### config.mk
export PLATFORM = sky130hd
export DESIGN_NAME = multiplier_datapath
export DESIGN_NICKNAME = d
export VERILOG_FILES = /design/src/rtl/multiplier_datapath_pkg.sv /design/src/rtl/multiplier_datapath_mul_adder.sv /design/src/rtl/multiplier_datapath.sv
export SDC_FILE = /design/constraint.sdc
export NUM_CORES = 1
export LEC_CHECK = 0
export BUFFER_PORTS_ARGS = -buffer_cell sky130_fd_sc_hd__buf_2
export CAP_MARGIN = 5
export CORE_MARGIN = 1
export CORE_UTILIZATION = 30
export DETAILED_ROUTE_END_ITERATION = 8
export PLACE_DENSITY = 0.61
export SKIP_LAST_GASP = 1
export SYNTH_ARGS = -nofsm -noshare
export SYNTH_HDL_FRONTEND = slang
export SYNTH_SLANG_ARGS = --single-unit
### constraint.sdc
create_clock -name clock -period 4.85 [get_ports clock]
set_input_delay 0.485 -clock clock [delete_from_list [all_inputs] [get_ports clock]]
set_output_delay 0.485 -clock clock [all_outputs]
set_load 0.03 [all_outputs]
### src/rtl/multiplier_datapath_pkg.sv
// rtl/multiplier_datapath_pkg.sv - shared width, counter sizing and state encoding for the shift-add multiplier
package multiplier_datapath_pkg;

  localparam int DEFAULT_WIDTH = 8;

  typedef enum logic [1:0] {
    ST_IDLE = 2'd0,
    ST_RUN  = 2'd1,
    ST_DONE = 2'd2
  } state_t;

  // Step counter must hold the value WIDTH itself, not just WIDTH-1.
  function automatic int cnt_width(input int width);
    return $clog2(width + 1);
  endfunction

endpackage

### src/rtl/multiplier_datapath_mul_adder.sv
// rtl/multiplier_datapath_mul_adder.sv - combinational WIDTH-bit adder with carry-out forming {C,A}
module mul_adder #(
  parameter int WIDTH = 8
) (
  input  logic [WIDTH-1:0] i_a,
  input  logic [WIDTH-1:0] i_b,
  output logic [WIDTH:0]   o_sum
);

  assign o_sum = {1'b0, i_a} + {1'b0, i_b};

endmodule

### src/rtl/multiplier_datapath.sv
// rtl/multiplier_datapath.sv - shift-add multiplier datapath stepped by init/SR strobes from the controller
module multiplier_datapath
  import multiplier_datapath_pkg::*;
#(
  parameter int WIDTH = DEFAULT_WIDTH
) (
  input  logic               clock,
  input  logic               reset,
  input  logic               init,
  input  logic               SR,
  input  logic [WIDTH-1:0]   multiplicand,
  input  logic [WIDTH-1:0]   multiplier,
  output logic [2*WIDTH-1:0] product,
  output logic               q_lsb,
  output logic               busy,
  output logic               done
);

  localparam int CW = cnt_width(WIDTH);

  state_t           r_state;
  logic [WIDTH-1:0] r_a;
  logic [WIDTH-1:0] r_q;
  logic [WIDTH-1:0] r_m;
  logic [CW-1:0]    r_cnt;
  logic [WIDTH:0]   w_sum;
  logic [WIDTH:0]   w_acc;

  mul_adder #(.WIDTH(WIDTH)) u_adder (
    .i_a   (r_a),
    .i_b   (r_m),
    .o_sum (w_sum)
  );

  // {C,A} before the shift; the carry only lives within one step because the shift always clears it.
  assign w_acc = r_q[0] ? w_sum : {1'b0, r_a};

  always_ff @(posedge clock) begin
    if (reset) begin
      r_state <= ST_IDLE;
      r_a     <= '0;
      r_q     <= '0;
      r_m     <= '0;
      r_cnt   <= '0;
    end else if (init) begin
      r_state <= ST_RUN;
      r_a     <= '0;
      r_q     <= multiplier;
      r_m     <= multiplicand;
      r_cnt   <= CW'(WIDTH);
    end else if (SR && (r_state == ST_RUN)) begin
      r_a   <= w_acc[WIDTH:1];
      r_q   <= {w_acc[0], r_q[WIDTH-1:1]};
      r_cnt <= r_cnt - CW'(1);
      if (r_cnt == CW'(1)) begin
        r_state <= ST_DONE;
      end
    end
  end

  assign product = {r_a, r_q};
  assign q_lsb   = r_q[0];
  assign busy    = (r_state == ST_RUN);
  assign done    = (r_state == ST_DONE);

endmodule

==> report_table.html, run 1 <==
<table>
<tr><th>Metric</th><th>Value</th></tr>
<tr><th colspan="2">Logic synthesis</th></tr>
<tr><td>Post-synth design cell area</td><td>1604 µm²</td></tr>
<tr><td>Adder-cell area share of the yosys netlist</td><td>9.048%</td></tr>
<tr><td>Synth Area in Compound Gates</td><td>20.44%</td></tr>
<tr><td>Post-synthesis mux area share</td><td>6.864%</td></tr>
<tr><td>FFs w/ async S/R, synth</td><td>0%</td></tr>
<tr><td>Simple-Gate Fraction of Synth Area</td><td>18.80%</td></tr>
<tr><td>Dominant combinational cell family by area after synthesis</td><td>compound AO/OA/AOI/OAI gates</td></tr>
<tr><td>Unique cell type count in the Yosys netlist</td><td>44</td></tr>
<tr><td>Warnings, synthesis</td><td>0</td></tr>
<tr><td>Xor/xnor cell area share of the yosys netlist</td><td>2.184%</td></tr>
<tr><td>Syn avg cell area</td><td>8.578 µm²</td></tr>
<tr><td>Syn_nets</td><td>218</td></tr>
<tr><td>Number of instances in the synthesized netlist</td><td>187</td></tr>
<tr><td>Count of flip-flops with a built-in enable after synthesis</td><td>0</td></tr>
<tr><td>Number of synthesized register bits</td><td>30</td></tr>
<tr><td>Seq/Total Area, Yosys</td><td>37.44%</td></tr>
<tr><td>Predominant post-synthesis flop cell</td><td>sky130_fd_sc_hd__dfxtp_1</td></tr>
<tr><th colspan="2">Pwr</th></tr>
<tr><td>Int Power</td><td>0.4008 mW</td></tr>
<tr><td>Max IR drop VDD</td><td>0.08303 mV</td></tr>
<tr><td>Static leakage</td><td>0.8581 nW</td></tr>
<tr><td>Switching Share</td><td>27.74%</td></tr>
<tr><td>Clock power frac</td><td>36.1%</td></tr>
<tr><td>Power Dens Cells</td><td>290.3 nW/µm²</td></tr>
<tr><td>Combinational group share of total power</td><td>15.1%</td></tr>
<tr><td>Power, Total</td><td>0.5547 mW</td></tr>
<tr><td>Switching power summed over all nets</td><td>0.1539 mW</td></tr>
<tr><td>Register share of total power</td><td>48.8%</td></tr>
<tr><th colspan="2">Critical path</th></tr>
<tr><td>Endpoint of the worst setup timing path</td><td>r_a[5]</td></tr>
<tr><td>Path type of the worst setup path</td><td>flop to flop</td></tr>
<tr><td>Worst reg2reg startpoint</td><td>r_a[0]</td></tr>
<tr><td>Maximum fanout encountered on the critical timing path</td><td>4</td></tr>
<tr><td>Register-to-register setup slack</td><td>2.98 ns</td></tr>
<tr><td>Endpoint kind of the worst setup timing path</td><td>flop</td></tr>
<tr><td>R2r worst-path depth</td><td>8</td></tr>
<tr><td>Crit Reg-Reg Endpoint</td><td>r_a[5]</td></tr>
<tr><td>Worst endpoint data arrival time</td><td>2.08 ns</td></tr>
<tr><td>Crit path from</td><td>r_a[0]</td></tr>
<tr><td>Required time at the endpoint of the critical path</td><td>5.06 ns</td></tr>
<tr><td>Element type at the critical path start</td><td>flop</td></tr>
<tr><th colspan="2">Floorplanning</th></tr>
<tr><td>Die width</td><td>75.12 µm</td></tr>
<tr><td>Chip Height</td><td>75.12 µm</td></tr>
<tr><td>Effective utilization at floorplan</td><td>31.21%</td></tr>
<tr><td>Die outline area</td><td>5643 µm²</td></tr>
<tr><td>Std cell rows</td><td>26</td></tr>
<tr><td>Placeable core region</td><td>5140 µm²</td></tr>
<tr><td>Number of top-level design ports</td><td>39</td></tr>
<tr><th colspan="2">Place</th></tr>
<tr><td>Detail Placement HPWL</td><td>2512 µm</td></tr>
<tr><td>Post-Place Setup Slack</td><td>2.970 ns</td></tr>
<tr><td>Input/output buffers</td><td>38</td></tr>
<tr><td>Post-place instance area</td><td>1828 µm²</td></tr>
<tr><td>Routability cong.</td><td>0.7259</td></tr>
<tr><td>DP Cell Count</td><td>283</td></tr>
<tr><th colspan="2">Routing</th></tr>
<tr><td>DRC violations left</td><td>0</td></tr>
<tr><td>Drt first-iter violations</td><td>76</td></tr>
<tr><td>First-pass DRT Iterations</td><td>4</td></tr>
<tr><td>Routed Antenna Nets</td><td>0</td></tr>
<tr><td>Via-per-instance ratio</td><td>4.785</td></tr>
<tr><td>Overall via count from detail_route</td><td>1383</td></tr>
<tr><td>Routed WL</td><td>3519 µm</td></tr>
<tr><td>Per-cell routed wire length</td><td>12.18 µm</td></tr>
<tr><th colspan="2">Global route</th></tr>
<tr><td>Overflow after GRT</td><td>0</td></tr>
<tr><td>Via count of the first global-routing pass</td><td>1212</td></tr>
<tr><td>Antenna violations before repair</td><td>0</td></tr>
<tr><td>First-pass GRT wire length</td><td>5595 µm</td></tr>
<tr><td>Total routing resource utilization after global routing</td><td>13.61%</td></tr>
<tr><td>Largest net degree at the start of global routing</td><td>27</td></tr>
<tr><th colspan="2">STA</th></tr>
<tr><td>Worst hold slack</td><td>0.4345 ns</td></tr>
<tr><td>Final critical path time including I/O delays and setup</td><td>1.871 ns</td></tr>
<tr><td>Total negative slack</td><td>0 ns</td></tr>
<tr><td>Normalized max-slew margin</td><td>40.89%</td></tr>
<tr><td>Setup repair after global routing missed its margin</td><td>no</td></tr>
<tr><td>Slew of the pin with the lowest slew margin</td><td>0.8867 ns</td></tr>
<tr><td>Share of the clock period used by the worst path after layout</td><td>38.58%</td></tr>
<tr><td>Worst setup skew after layout</td><td>0.003440 ns</td></tr>
<tr><td>Post-route worst setup slack</td><td>2.979 ns</td></tr>
<tr><td>Maximum clock frequency</td><td>534.5 MHz</td></tr>
<tr><td>Pins over their slew limit</td><td>0</td></tr>
<tr><td>Final setup violation count</td><td>0</td></tr>
<tr><td>Hold Violations, Final</td><td>0</td></tr>
<tr><th colspan="2">Clock tree</th></tr>
<tr><td>Root buffer cell</td><td>sky130_fd_sc_hd__clkbuf_8</td></tr>
<tr><td>Cts bufs inserted</td><td>5</td></tr>
<tr><td>Clock network latency to the later pin of the worst-skew pair</td><td>0.28 ns</td></tr>
<tr><td>Resized Gates After CTS</td><td>0</td></tr>
<tr><td>Number of setup buffers added after CTS</td><td>0</td></tr>
<tr><td>TritonCTS clock tree</td><td>yes</td></tr>
<tr><td>Sinks on Clock Net</td><td>30</td></tr>
<tr><td>Clock Tree Buf Depth</td><td>2</td></tr>
<tr><td>Number of hold buffers added after CTS</td><td>0</td></tr>
<tr><td>Clock Pin Slew Worst Setup and Hold Paths</td><td>0.06 ns</td></tr>
<tr><td>Number of H-tree levels</td><td>2</td></tr>
<tr><th colspan="2">Run status</th></tr>
<tr><td>Outcome</td><td>finished clean</td></tr>
<tr><th colspan="2">Worst hold path</th></tr>
<tr><td>Class of the tightest hold or removal check</td><td>input port to flop</td></tr>
<tr><th colspan="2">Finish</th></tr>
<tr><td>Nets</td><td>251</td></tr>
<tr><td>Final core occ</td><td>37.17%</td></tr>
<tr><td>P&amp;R area growth vs syn</td><td>19.11%</td></tr>
<tr><td>Final Instance Count excl. Fillers</td><td>289</td></tr>
<tr><td>Layout Cell Area excl Fill</td><td>1911 µm²</td></tr>
<tr><td>Antenna diodes</td><td>0</td></tr>
<tr><td>Layout cells sized above 1</td><td>23.74%</td></tr>
<tr><th colspan="2">Run</th></tr>
<tr><td># Max-Cap Violations</td><td>0</td></tr>
</table>
==> metal layers <==
| metal | vias to the layer above | part of all wire, % | global-route usage [%] |
|---|---|---|---|
| met5 | - | 0 | 0 |
| met4 | 0 | 1.4 | 5.660 |
| met3 | 7 | 5.7 | 4.284 |
| met2 | 35 | 44 | 21.12 |
| met1 | 615 | 49 | 17.47 |
| li1 | 726 | - | - |
==> power groups by stage <==
stage | sequential [mW] | clock [mW] | combinational (mW)
3_3_place_gp | 0.276 | 0 | 0.0838
2_1_floorplan | 0.283 | 0 | 0.0531
4_1_cts | 0.271 | 0.204 | 0.0849
3_5_place_dp | 0.276 | 0 | 0.0845
5_1_grt | 0.272 | 0.214 | 0.0939
6_report | 0.270 | 0.200 | 0.0839
==> logic make-up after synthesis <==
group	Yosys count
and+or+nand+nor	65
buffers and inverters	20
AOI/OAI and AO/OA	46
muxes	11
xor gates and xnor gates	4
DFF	30
adders and majority gates	11
==> how the worst min path moves through the flow <==
stage | startpoint | depth (start not counted) | endpoint
detailed placement | r_state[1] | 2 | r_state[1]
CTS | multiplicand[2] | 3 | r_m[2]
global placement | r_state[1] | 2 | r_state[1]
floorplan | r_state[1] | 2 | r_state[1]
finish | multiplicand[2] | 3 | r_m[2]
global route | multiplicand[2] | 3 | r_m[2]
==> sequential cells by signal, summed over array words and instances (netlist names) <==
name,flops
r_q,8
r_a,8
r_cnt,4
r_state,2
r_m,8
==> placed cells by master (no fill, tap or decap), types with 3 or more instances in the layout <==
cell type                  instances
sky130_fd_sc_hd__buf_2            38
sky130_fd_sc_hd__dfxtp_1          30
sky130_fd_sc_hd__nor2_1           27
sky130_fd_sc_hd__nand2_1          20
sky130_fd_sc_hd__a21oi_1          11
sky130_fd_sc_hd__mux2i_1          11
sky130_fd_sc_hd__ha_1             10
sky130_fd_sc_hd__inv_1             8
sky130_fd_sc_hd__a311oi_1          8
sky130_fd_sc_hd__o21ai_0           7
sky130_fd_sc_hd__clkbuf_8          6
sky130_fd_sc_hd__a211oi_1          4
sky130_fd_sc_hd__a21o_1            3
sky130_fd_sc_hd__or3_1             3
==> Yosys cell counts, drive strengths merged, types with 2 or more instances <==
master,instances,share of area (%)
a211oi,5,2.7
a21o,3,1.4
a21oi,12,4.0
a311oi,8,4.4
buf,6,2.0
clkbuf,6,1.4
dfxtp,30,37
ha,10,7.8
inv,8,1.9
mux2i,11,6.9
nand2,21,5.1
nand2b,2,0.78
nor2,27,6.3
nor2b,2,0.78
o211ai,2,0.94
o21ai,7,2.2
or3,3,1.2
xnor2,2,1.1
xor2,2,1.1
==> critical path: stages (launching register included) <==
cell                      delay (ns)
sky130_fd_sc_hd__dfxtp_1        0.38
sky130_fd_sc_hd__ha_1           0.24
sky130_fd_sc_hd__inv_1          0.07
sky130_fd_sc_hd__fa_1           0.39
sky130_fd_sc_hd__nor2b_1        0.17
sky130_fd_sc_hd__o31a_2         0.17
sky130_fd_sc_hd__or3_1          0.10
sky130_fd_sc_hd__nand4_1        0.09
sky130_fd_sc_hd__a21oi_1        0.18
==> area by class of cell <==
cell class	instances	area, µm²
well taps	70	87.58
repair buffers	38	190.2
clock buffers	6	82.58
inverters	8	30.03
fillers	571	3229
multi-input cells	137	919.6
flip-flops and latches	30	600.6
Note: power is estimated with default switching activity, not from simulation.
==> inputs of run 2 (changes only) <==
Settings changed: PLACE_DENSITY 0.61 to 0.63.
Clock period 4.85 ns to 1.57 ns, I/O delays scaled along.
==> run 2 against run 1 <==
Effect of this change: the flow now finishes with violations (negative setup slack); first-iteration DRC count rose by 6.6%; core utilization rose by 5.8 points; final cell count rose by 8.0%; clock skew barely moved; maximum frequency rose by 12%; power rose to 3.4 times the previous value; count of clock-buffer cells in the layout rose by 2; global-route usage rose by 1.3 points; critical path type unchanged; largest power group unchanged; highest routed layer unchanged.
==> report_table.html, run 2 (synthesized netlist as in run 1, its figures left out) <==
<table>
<tr><th>Metric</th><th>Value</th></tr>
<tr><th colspan="2">Run status</th></tr>
<tr><td>Outcome</td><td>complete, but fails checks (was finished clean)</td></tr>
<tr><td>Violations in the final reports</td><td>negative setup slack</td></tr>
<tr><th colspan="2">Critical path</th></tr>
<tr><td>Number of stages on the worst setup path</td><td>8 (unchanged)</td></tr>
<tr><td>Register-to-register setup slack</td><td>-0.10 ns (was 2.98 ns)</td></tr>
<tr><td>Worst reg2reg startpoint</td><td>r_a[0] (unchanged)</td></tr>
<tr><td>Combined buffer and inverter count along the critical path</td><td>1 (unchanged)</td></tr>
<tr><td>Crit path from</td><td>r_a[0] (unchanged)</td></tr>
<tr><td>Endpoint kind of the worst setup timing path</td><td>flop (unchanged)</td></tr>
<tr><td>Endpoint of the worst setup timing path</td><td>r_a[5] (unchanged)</td></tr>
<tr><td>Required time at the endpoint of the critical path</td><td>1.74 ns (was 5.06 ns)</td></tr>
<tr><td>Kind of cell adding the most delay to the critical path</td><td>simple AND/OR/NAND/NOR gates (was adder cells)</td></tr>
<tr><td>Crit path cell chain</td><td>ha_4 -&gt; inv_2 -&gt; fa_2 -&gt; nor2b_2 -&gt; o31a_2 -&gt; or3_1 -&gt; nand4_1 -&gt; a21oi_1 (was ha_1 -&gt; inv_1 -&gt; fa_1 -&gt; nor2b_1 -&gt; o31a_2 -&gt; or3_1 -&gt; nand4_1 -&gt; a21oi_1)</td></tr>
<tr><td>Worst endpoint data arrival time</td><td>1.84 ns (was 2.08 ns)</td></tr>
<tr><td>Critical path's slowest cell</td><td>sky130_fd_sc_hd__dfxtp_4 (was sky130_fd_sc_hd__fa_1)</td></tr>
<tr><td>R2r worst-path depth</td><td>8 (unchanged)</td></tr>
<tr><td>Element type at the critical path start</td><td>flop (unchanged)</td></tr>
<tr><td>Path type of the worst setup path</td><td>flop to flop (unchanged)</td></tr>
<tr><td>Maximum fanout encountered on the critical timing path</td><td>3 (was 4)</td></tr>
<tr><td>Crit Reg-Reg Endpoint</td><td>r_a[5] (unchanged)</td></tr>
<tr><td>Max incr delay on CP</td><td>0.35 ns (was 0.39 ns)</td></tr>
<tr><th colspan="2">Clock tree</th></tr>
<tr><td>Clock Tree Buf Depth</td><td>2 (unchanged)</td></tr>
<tr><td>Number of H-tree levels</td><td>2 (unchanged)</td></tr>
<tr><td>Clock Pin Slew Worst Setup and Hold Paths</td><td>0.06 ns (about the same)</td></tr>
<tr><td>Sinks on Clock Net</td><td>30 (unchanged)</td></tr>
<tr><td>TritonCTS clock tree</td><td>yes (unchanged)</td></tr>
<tr><td>Clock network latency to the later pin of the worst-skew pair</td><td>0.28 ns (about the same)</td></tr>
<tr><td>Cts bufs inserted</td><td>5 (unchanged)</td></tr>
<tr><td>Root buffer cell</td><td>sky130_fd_sc_hd__clkbuf_8 (unchanged)</td></tr>
<tr><th colspan="2">Finish</th></tr>
<tr><td>Final core occ</td><td>43.01% (was 37.17%)</td></tr>
<tr><td>Layout Cell Area excl Fill</td><td>2211 µm² (was 1911 µm²)</td></tr>
<tr><td>Layout cells sized above 1</td><td>38.84% (was 23.74%)</td></tr>
<tr><td>Highest-count cells in the layout ignoring fill and taps</td><td>sky130_fd_sc_hd__buf_2, sky130_fd_sc_hd__nor2_1, sky130_fd_sc_hd__dfxtp_1, sky130_fd_sc_hd__nand2_1, sky130_fd_sc_hd__buf_4 (was sky130_fd_sc_hd__buf_2, sky130_fd_sc_hd__dfxtp_1, sky130_fd_sc_hd__nor2_1, sky130_fd_sc_hd__nand2_1)</td></tr>
<tr><td>P&amp;R area growth vs syn</td><td>37.83% (was 19.11%)</td></tr>
<tr><td>Top flop regs</td><td>r_a x8, r_m x8, r_q x8 (unchanged)</td></tr>
<tr><td>Nets</td><td>272 (was 251)</td></tr>
<tr><td>Most common cell after layout, fill and taps aside</td><td>sky130_fd_sc_hd__buf_2 (unchanged)</td></tr>
<tr><td>Antenna diodes</td><td>0 (unchanged)</td></tr>
<tr><th colspan="2">Routing</th></tr>
<tr><td>DRC violations left</td><td>0 (unchanged)</td></tr>
<tr><td>Via-per-instance ratio</td><td>4.769 (was 4.785)</td></tr>
<tr><td>Routed WL</td><td>3852 µm (was 3519 µm)</td></tr>
<tr><td>Overall via count from detail_route</td><td>1488 (was 1383)</td></tr>
<tr><td>Drt first-iter violations</td><td>81 (was 76)</td></tr>
<tr><td>Per-cell routed wire length</td><td>12.35 µm (was 12.18 µm)</td></tr>
<tr><td>First-pass DRT Iterations</td><td>4 (unchanged)</td></tr>
<tr><td>Routed Antenna Nets</td><td>0 (unchanged)</td></tr>
<tr><th colspan="2">Floorplanning</th></tr>
<tr><td>Effective utilization at floorplan</td><td>31.21% (unchanged)</td></tr>
<tr><td>Number of top-level design ports</td><td>39 (unchanged)</td></tr>
<tr><td>Die width</td><td>75.12 µm (unchanged)</td></tr>
<tr><td>Chip Height</td><td>75.12 µm (unchanged)</td></tr>
<tr><td>Placeable core region</td><td>5140 µm² (unchanged)</td></tr>
<tr><td>Std cell rows</td><td>26 (unchanged)</td></tr>
<tr><td>Die outline area</td><td>5643 µm² (unchanged)</td></tr>
<tr><th colspan="2">STA</th></tr>
<tr><td>Final critical path time including I/O delays and setup</td><td>1.671 ns (was 1.871 ns)</td></tr>
<tr><td>Pins over their slew limit</td><td>0 (unchanged)</td></tr>
<tr><td>Post-route worst setup slack</td><td>-0.1010 ns (was 2.979 ns)</td></tr>
<tr><td>Worst setup skew after layout</td><td>0.003320 ns (was 0.003440 ns)</td></tr>
<tr><td>Share of the clock period used by the worst path after layout</td><td>106.4% (was 38.58%)</td></tr>
<tr><td>Setup repair after global routing missed its margin</td><td>yes (was no)</td></tr>
<tr><td>Final setup violation count</td><td>5 (was 0)</td></tr>
<tr><td>Total negative slack</td><td>-0.2395 ns (was 0 ns)</td></tr>
<tr><td>Hold Violations, Final</td><td>0 (unchanged)</td></tr>
<tr><td>Normalized max-slew margin</td><td>72.41% (was 40.89%)</td></tr>
<tr><td>Slew of the pin with the lowest slew margin</td><td>0.4134 ns (was 0.8867 ns)</td></tr>
<tr><td>Maximum clock frequency</td><td>598.4 MHz (was 534.5 MHz)</td></tr>
<tr><th colspan="2">Run</th></tr>
<tr><td># Max-Cap Violations</td><td>0 (unchanged)</td></tr>
<tr><th colspan="2">Worst hold path</th></tr>
<tr><td>Class of the tightest hold or removal check</td><td>input port to flop (unchanged)</td></tr>
<tr><th colspan="2">Pwr</th></tr>
<tr><td>Switching power summed over all nets</td><td>0.5004 mW (was 0.1539 mW)</td></tr>
<tr><td>Int Power</td><td>1.379 mW (was 0.4008 mW)</td></tr>
<tr><td>Power Dens Cells</td><td>850.2 nW/µm² (was 290.3 nW/µm²)</td></tr>
<tr><td>Max IR drop VDD</td><td>0.2769 mV (was 0.08303 mV)</td></tr>
<tr><td>Switching Share</td><td>26.62% (was 27.74%)</td></tr>
<tr><td>Combinational group share of total power</td><td>16.8% (was 15.1%)</td></tr>
<tr><td>Static leakage</td><td>0.9963 nW (was 0.8581 nW)</td></tr>
<tr><td>Clock power frac</td><td>39.0% (was 36.1%)</td></tr>
<tr><td>Register share of total power</td><td>44.2% (was 48.8%)</td></tr>
<tr><th colspan="2">Place</th></tr>
<tr><td>Input/output buffers</td><td>38 (unchanged)</td></tr>
<tr><td>Routability cong.</td><td>0.7715 (was 0.7259)</td></tr>
<tr><td>Detail Placement HPWL</td><td>2838 µm (was 2512 µm)</td></tr>
<tr><td>Post-Place Setup Slack</td><td>-0.1186 ns (was 2.970 ns)</td></tr>
<tr><td>Post-place instance area</td><td>2066 µm² (was 1828 µm²)</td></tr>
<tr><th colspan="2">Global route</th></tr>
<tr><td>Antenna violations before repair</td><td>0 (unchanged)</td></tr>
<tr><td>Via count of the first global-routing pass</td><td>1388 (was 1212)</td></tr>
<tr><td>Total routing resource utilization after global routing</td><td>14.89% (was 13.61%)</td></tr>
<tr><td>First-pass GRT wire length</td><td>6237 µm (was 5595 µm)</td></tr>
<tr><td>Overflow after GRT</td><td>0 (unchanged)</td></tr>
<tr><td>Largest net degree at the start of global routing</td><td>27 (unchanged)</td></tr>
</table>
-- run 2: cell types whose count changed in the layout (fill, tap and decap cells not counted), moves of 2 or more --
cell                       change
sky130_fd_sc_hd__clkbuf_8      +2
sky130_fd_sc_hd__dfxtp_4       +3
sky130_fd_sc_hd__ha_4          +5
sky130_fd_sc_hd__buf_4        +20
sky130_fd_sc_hd__dfxtp_1       -8
sky130_fd_sc_hd__ha_1          -5
sky130_fd_sc_hd__dfxtp_2       +5
-- run 2: final cells by class --
class	count	area [µm²]
clock buffers	8	110.1
fillers	548	2929
inverters	8	30.03
multi-input cells	137	1005
flip-flops and latches	30	618.1
well taps	70	87.58
repair buffers	59	360.3
-- run 2: stage by stage --
stage | std cells | power [mW] | hold WS, ns
after floorplan | 187 | 1.044 | 0.3017
after global placement | 303 | 1.153 | 0.3975
after detailed placement | 303 | 1.159 | 0.3988
after CTS | 311 | 1.902 | 0.1070
after global routing | 312 | 1.971 | 0.1241
final | 312 | 1.880 | 0.1085
-- run 2: worst reg2reg max path: cells and delay by family, from the launching register on --
kind	cells	cell delay, ns
buffers and inverters	1	0.06
adder cells (fa/ha/maj)	2	0.37
flip-flops	1	0.35
AND/OR/NAND/NOR	3	0.44
AO/OA/AOI/OAI	2	0.35
-- run 2: layer usage --
layer,wire length [µm],vias up,track usage [%]
met5,0,-,0
met4,61,0,6.918
met3,148,7,3.347
met2,1719,28,24.12
met1,1921,678,18.84
li1,-,775,-
-- run 2: what timing repair did --
| action | CTS | global route |
|---|---|---|
| pin swaps | 8 | 3 |
| hold endpoints to repair | 0 | 0 |
| hold buffers | 0 | 0 |
| cloned | 0 | 0 |
| gates resized for setup | 6 | 1 |
| setup endpoints to repair | 5 | 6 |
| buffers inserted | 0 | 1 |
-- run 2: power groups by stage --
stage | clock network, mW | logic (mW) | registers (mW)
3_3_place_gp | 0 | 0.308 | 0.845
3_5_place_dp | 0 | 0.312 | 0.846
5_1_grt | 0.780 | 0.354 | 0.837
2_1_floorplan | 0 | 0.169 | 0.875
6_report | 0.732 | 0.316 | 0.831
4_1_cts | 0.755 | 0.316 | 0.831
-- run 2: worst min-delay path by stage --
stage	startpoint	endpoint	depth (start not counted)
2_1_floorplan	multiplier[7]	r_q[7]	2
3_3_place_gp	multiplicand[0]	r_m[0]	3
3_5_place_dp	multiplicand[1]	r_m[1]	3
4_1_cts	multiplicand[1]	r_m[1]	3
5_1_grt	multiplicand[1]	r_m[1]	3
6_report	multiplicand[1]	r_m[1]	3
